$ cat src/rtl/bsram_memory_adapter.sv
// rtl/bsram_memory_adapter.sv - byte/half/word memory-bus slave in front of a single-port 32-bit Gowin BSRAM
module bsram_memory_adapter #(
    parameter int ADDRESS_SIZE     = 15,
    parameter int RAM_ADDRESS_SIZE = 11,
    parameter int READ_LATENCY     = 2
) (
    input  logic                        clock,
    input  logic                        reset,
    input  logic                        strobe,
    input  logic [ADDRESS_SIZE-1:0]     address,
    input  logic [1:0]                  size,
    input  logic                        writeEnable,
    input  logic [31:0]                 dataWrite,
    output logic [31:0]                 dataRead,
    output logic                        ready,
    output logic                        error,
    output logic [RAM_ADDRESS_SIZE-1:0] ramAddress,
    output logic [31:0]                 ramDataIn,
    input  logic [31:0]                 ramDataOut,
    output logic                        ramCe,
    output logic                        ramWre,
    output logic                        ramOce,
    output logic                        ramReset
);

    localparam logic [2:0] IDLE      = 3'd0;
    localparam logic [2:0] WRITE     = 3'd1;
    localparam logic [2:0] READ_WAIT = 3'd2;
    localparam logic [2:0] MERGE     = 3'd3;
    localparam logic [2:0] DONE      = 3'd4;

    // READ_WAIT spans the issue cycle plus READ_LATENCY cycles; data is taken on the last one.
    localparam logic [1:0] LAST_WAIT = 2'(READ_LATENCY);

    logic [2:0]  state;
    logic [1:0]  wait_count;
    logic [1:0]  lane;
    logic [1:0]  size_q;
    logic        store_q;
    logic [15:0] store_low;
    logic        error_q;

    logic        out_of_range;
    logic        request_error;
    logic [31:0] shifted;
    logic [31:0] load_data;
    logic [31:0] merged;

    generate
        if (ADDRESS_SIZE - 2 > RAM_ADDRESS_SIZE) begin : g_range
            assign out_of_range = |address[ADDRESS_SIZE-1:RAM_ADDRESS_SIZE+2];
        end else begin : g_no_range
            assign out_of_range = 1'b0;
        end
    endgenerate

    assign request_error = (size == 2'd3)
                         | ((size == 2'd1) & address[0])
                         | ((size == 2'd2) & (|address[1:0]))
                         | out_of_range;

    assign shifted = ramDataOut >> {lane, 3'b000};

    always_comb begin
        case (size_q)
            2'd0:    load_data = {24'b0, shifted[7:0]};
            2'd1:    load_data = {16'b0, shifted[15:0]};
            default: load_data = shifted;
        endcase
    end

    always_comb begin
        merged = ramDataOut;
        if (size_q == 2'd0) begin
            merged[{lane, 3'b000} +: 8] = store_low[7:0];
        end else begin
            merged[{lane[1], 4'b0000} +: 16] = store_low;
        end
    end

    always_ff @(posedge clock or posedge reset) begin
        if (reset) begin
            state      <= IDLE;
            wait_count <= 2'd0;
            lane       <= 2'd0;
            size_q     <= 2'd0;
            store_q    <= 1'b0;
            store_low  <= 16'd0;
            error_q    <= 1'b0;
            dataRead   <= 32'd0;
            ramAddress <= '0;
            ramDataIn  <= 32'd0;
        end else begin
            case (state)
                IDLE: begin
                    if (strobe) begin
                        lane       <= address[1:0];
                        size_q     <= size;
                        store_q    <= writeEnable;
                        store_low  <= dataWrite[15:0];
                        error_q    <= request_error;
                        ramAddress <= address[RAM_ADDRESS_SIZE+1:2];
                        ramDataIn  <= dataWrite;
                        wait_count <= 2'd0;
                        if (request_error) begin
                            state <= DONE;
                        end else if (writeEnable && size == 2'd2) begin
                            state <= WRITE;
                        end else begin
                            state <= READ_WAIT;
                        end
                    end
                end
                WRITE: state <= DONE;
                READ_WAIT: begin
                    if (wait_count == LAST_WAIT) begin
                        if (store_q) begin
                            ramDataIn <= merged;
                            state     <= MERGE;
                        end else begin
                            dataRead <= load_data;
                            state    <= DONE;
                        end
                    end else begin
                        wait_count <= wait_count + 2'd1;
                    end
                end
                MERGE: state <= DONE;
                DONE:  state <= IDLE;
                default: state <= IDLE;
            endcase
        end
    end

    assign ready    = (state == DONE);
    assign error    = (state == DONE) & error_q;
    assign ramCe    = (state == WRITE) | (state == MERGE)
                    | ((state == READ_WAIT) & (wait_count == 2'd0));
    assign ramWre   = (state == WRITE) | (state == MERGE);
    assign ramOce   = 1'b1;
    assign ramReset = 1'b0;

endmodule

$ cat config.mk
export PLATFORM = sky130hd
export DESIGN_NAME = bsram_memory_adapter
export DESIGN_NICKNAME = d
export VERILOG_FILES = /design/src/rtl/bsram_memory_adapter.sv
export SDC_FILE = /design/constraint.sdc
export NUM_CORES = 1
export LEC_CHECK = 0
export CAP_MARGIN = 20
export CORE_ASPECT_RATIO = 0.7
export CORE_MARGIN = 2
export CORE_UTILIZATION = 52
export CTS_CLUSTER_DIAMETER = 120
export DETAILED_ROUTE_END_ITERATION = 10
export PLACE_DENSITY = 0.95
export SLEW_MARGIN = 20
export SYNTH_ARGS = -nofsm -noshare
export SYNTH_HDL_FRONTEND = slang
export SYNTH_SLANG_ARGS = --single-unit
$ cat constraint.sdc
create_clock -name clock -period 9.05 [get_ports clock]
set_input_delay 1.81 -clock clock [delete_from_list [all_inputs] [get_ports clock]]
set_output_delay 1.81 -clock clock [all_outputs]
set_load 0.05 [all_outputs]
==> impl_results.md <==
- Die width: 130 um
- Inst Count DP: 918
- Max-Cap Viols: 0
- DPL Wire Length: around 13,000 um
- Die height: roughly 92 um
- Clock Path Buffers: 2
- Hold Crit Depth: 2
- Adder-cell share of the synthesized area: 1.51%
- Syn Inst Count: 650
- CP startpoint kind: register
- R2R Setup Slk: 5.37 ns
- IO Pins: 166
- Seq/Total Area, Yosys: 44.1%
- Vias/cell: between 6 and 7
- Total CTS buffers: 9
- Post-synthesis mux area share: 8.81%
- Synth Area in Simple Gates: 18.7%
- Worst hold start: dataRead[26]
- ANT nets after route: 0
- Worst Hold End: dataRead[26]
- Clock latency on the worst-skew pair: 0.35 ns
- CP Data Required Time: a little over 7 ns
- Peak VDD IR: 0.196 mV
- Largest family of logic cells by synthesized area: compound AO/OA/AOI/OAI gates
- Worst hold slack: 0.476 ns
- FF-to-FF Start: lane[1]
- First-pass GRT wire length: 27,900 um
- Pwr Density: 302 nW/um2
- Clk root buf: clkbuf_16
- Starting density of the core: 53.0%
- Yosys reg bits: 102
- N_diodes: 0
- IO buf count: 163
- Synth warn: 0
- Worst Max-Slew Pin Slew: approximately 1.0 ns
- R2R Path End: ramDataIn[21]
- Area Growth Syn to Fin: 32.7%
- Detailed-route via count: 5,699
- Syn_nets: approximately 740
- Fill cells: 799
- Post-CTS setup buffer count: 0
- Drt first pass iters: 5
- Vias in the first global route: 5,286
- Number of clock sinks: about 100
- Fin. Hold Viols: 0
- Hold_buf cts: 0
- Final Instance Area: 7690 um2
- Pleak: 0.00333 uW
- Final cell count without fillers: 934
- Gp weighted congestion: 0.934
- Max frequency: 242 MHz
- RSZ-0062 raised after global routing: false
- Final net count: 868
- Mean Syn Cell Area: 8.91 um2
- DRC: 0
- Placed Area: 7380 um2
- Routed WL: 17,800 um
- Critical-path maximum fanout: 10
- Tot GR Track Use: 30.0%
- Initial antenna violation count: 0
- Top cells by area, synth: dfrtp_1 44%, nand2_1 10%, mux2i_1 7.3%
- FFs w/ async S/R, synth: 100%
- Worst rel slew slack: between 30% and 40%
- Xor and xnor area share after synthesis: 0%
- Min Clock Period, post-route: between 4 and 5 ns
- Distinct cells, synth: 44
- Slew Viols, Final: 0
- Critical path class: register to output port
- Setup_tns: 0 ns
- Largest net degree at the start of global routing: 72
- Main flop type after synthesis: dfrtp_1
- H-tree Lvls: 3
- Synth top area share: approximately 44%
- Final WS setup: 4.91 ns
- CP Data Arrival Time: 2.33 ns
- Wire length per cell: between 15 and 20 um
- Post_cts resized: 0
- CTS tree: yes
- R2R depth: 7
- Status: complete, no violations
- Post-synth EDFFs: 0
- Number of DRC markers in iteration 0: ~680
- Row count: 32
- Compound-Gate Fraction of Synth Area: a little over a fifth
- Share of layout cells above drive strength 1: 5.12%
- DIE AREA: 12,000 um2
- Pre-CTS worst setup slack: 5.13 ns
- Hold WC Path Type: register to register
- Clock Skews: slightly above 0.008 ns
- Synth top cells by count: 159 x nand2_1, 102 x dfrtp_1, 60 x a21oi_1
- Endpoints failing setup: 0
- Most frequent cell after synthesis: nand2_1
- Core ar.: ~11,000 um2
- GRT overflow: 0
- Final period util: between 40% and 50%
- Cell type with the highest aggregate area in the netlist: dfrtp_1
- CTS clk-pin slew, worst paths: 0.07 ns
- Mapped Area: 5790 um2
- Crit. End Element: output port
-- where the power goes --
group | switching, uW | internal [uW] | total, uW
logic | 801 | 414 | 1210
clock network | 171 | 230 | 401
registers | 109 | 597 | 706
-- worst max-delay path by stage --
| stage | slack (ns) | cells after the start | from | endpoint |
|---|---|---|---|---|
| global route | 4.81 | 3 | state[1] | ramCe |
| global placement | 5.22 | 3 | strobe | state[0] |
| detailed placement | 5.13 | 3 | strobe | state[0] |
| finish | 4.91 | 3 | state[1] | ramCe |
| CTS | 4.91 | 3 | state[1] | ramCe |
| floorplan | 4.56 | 1 | reset | dataRead[0] |
-- through the flow --
step / util, % / total power (uW)
6_report: 70.3 / 2320
5_1_grt: 70.3 / 2430
4_1_cts: 70.3 / 2320
3_5_place_dp: 67.5 / 1910
3_3_place_gp: 67.5 / 1880
2_1_floorplan: - / 1530
-- cell type report --
cell class / count / area (um2) / share of cell area, %
Clock buffer: 11 / 253 / 3.29
Clock inverter: 5 / 57.6 / 0.749
Inverter: 7 / 28.8 / 0.374
Multi-Input combinational cell: 486 / 2920 / 38.0
Sequential cell: 102 / 2550 / 33.2
Tap cell: 153 / 191 / 2.49
Timing Repair Buffer: 170 / 1680 / 21.9
-- sequential cells by signal (all words and copies together), names as in the netlist --
register	cells
lane	2
ramDataIn	32
dataRead	32
state	3
store_q	1
ramAddress	11
wait_count	2
store_low	16
error_q	1
size_q	2
-- worst max-delay path, cell delays in order (launching register included) --
cell and delay, ns:
dfrtp_1 0.52, nor3b_1 0.45, a21o_1 0.19, clkdlybuf4s50_1 0.82
-- layer usage --
layer	track usage (%)	part of all wire, %
met1	42.5	42
met5	0	0
met4	9.41	2.9
met2	45.6	44
met3	7.05	11
-- cell usage in the layout (no fill, tap or decap), drive strengths merged, types with 9 or more instances in the layout --
| master | instances |
|---|---|
| a21oi | 60 |
| a22oi | 24 |
| a311o | 23 |
| clkbuf | 11 |
| clkdlybuf4s50 | 163 |
| dfrtp | 102 |
| mux2i | 42 |
| nand2 | 159 |
| nor2 | 42 |
| nor2b | 27 |
| o21ai | 27 |
| o31ai | 9 |
-- kinds of logic (layout without fill, tap and decap cells) --
logic type,after synthesis,in the layout
simple gates,247,247
compound gates,180,180
flops,102,102
buf+inv,62,193
mux,50,50
fa+ha+maj,7,7
other cells,2,2
No activity file was read; power rests on OpenSTA's default activity.
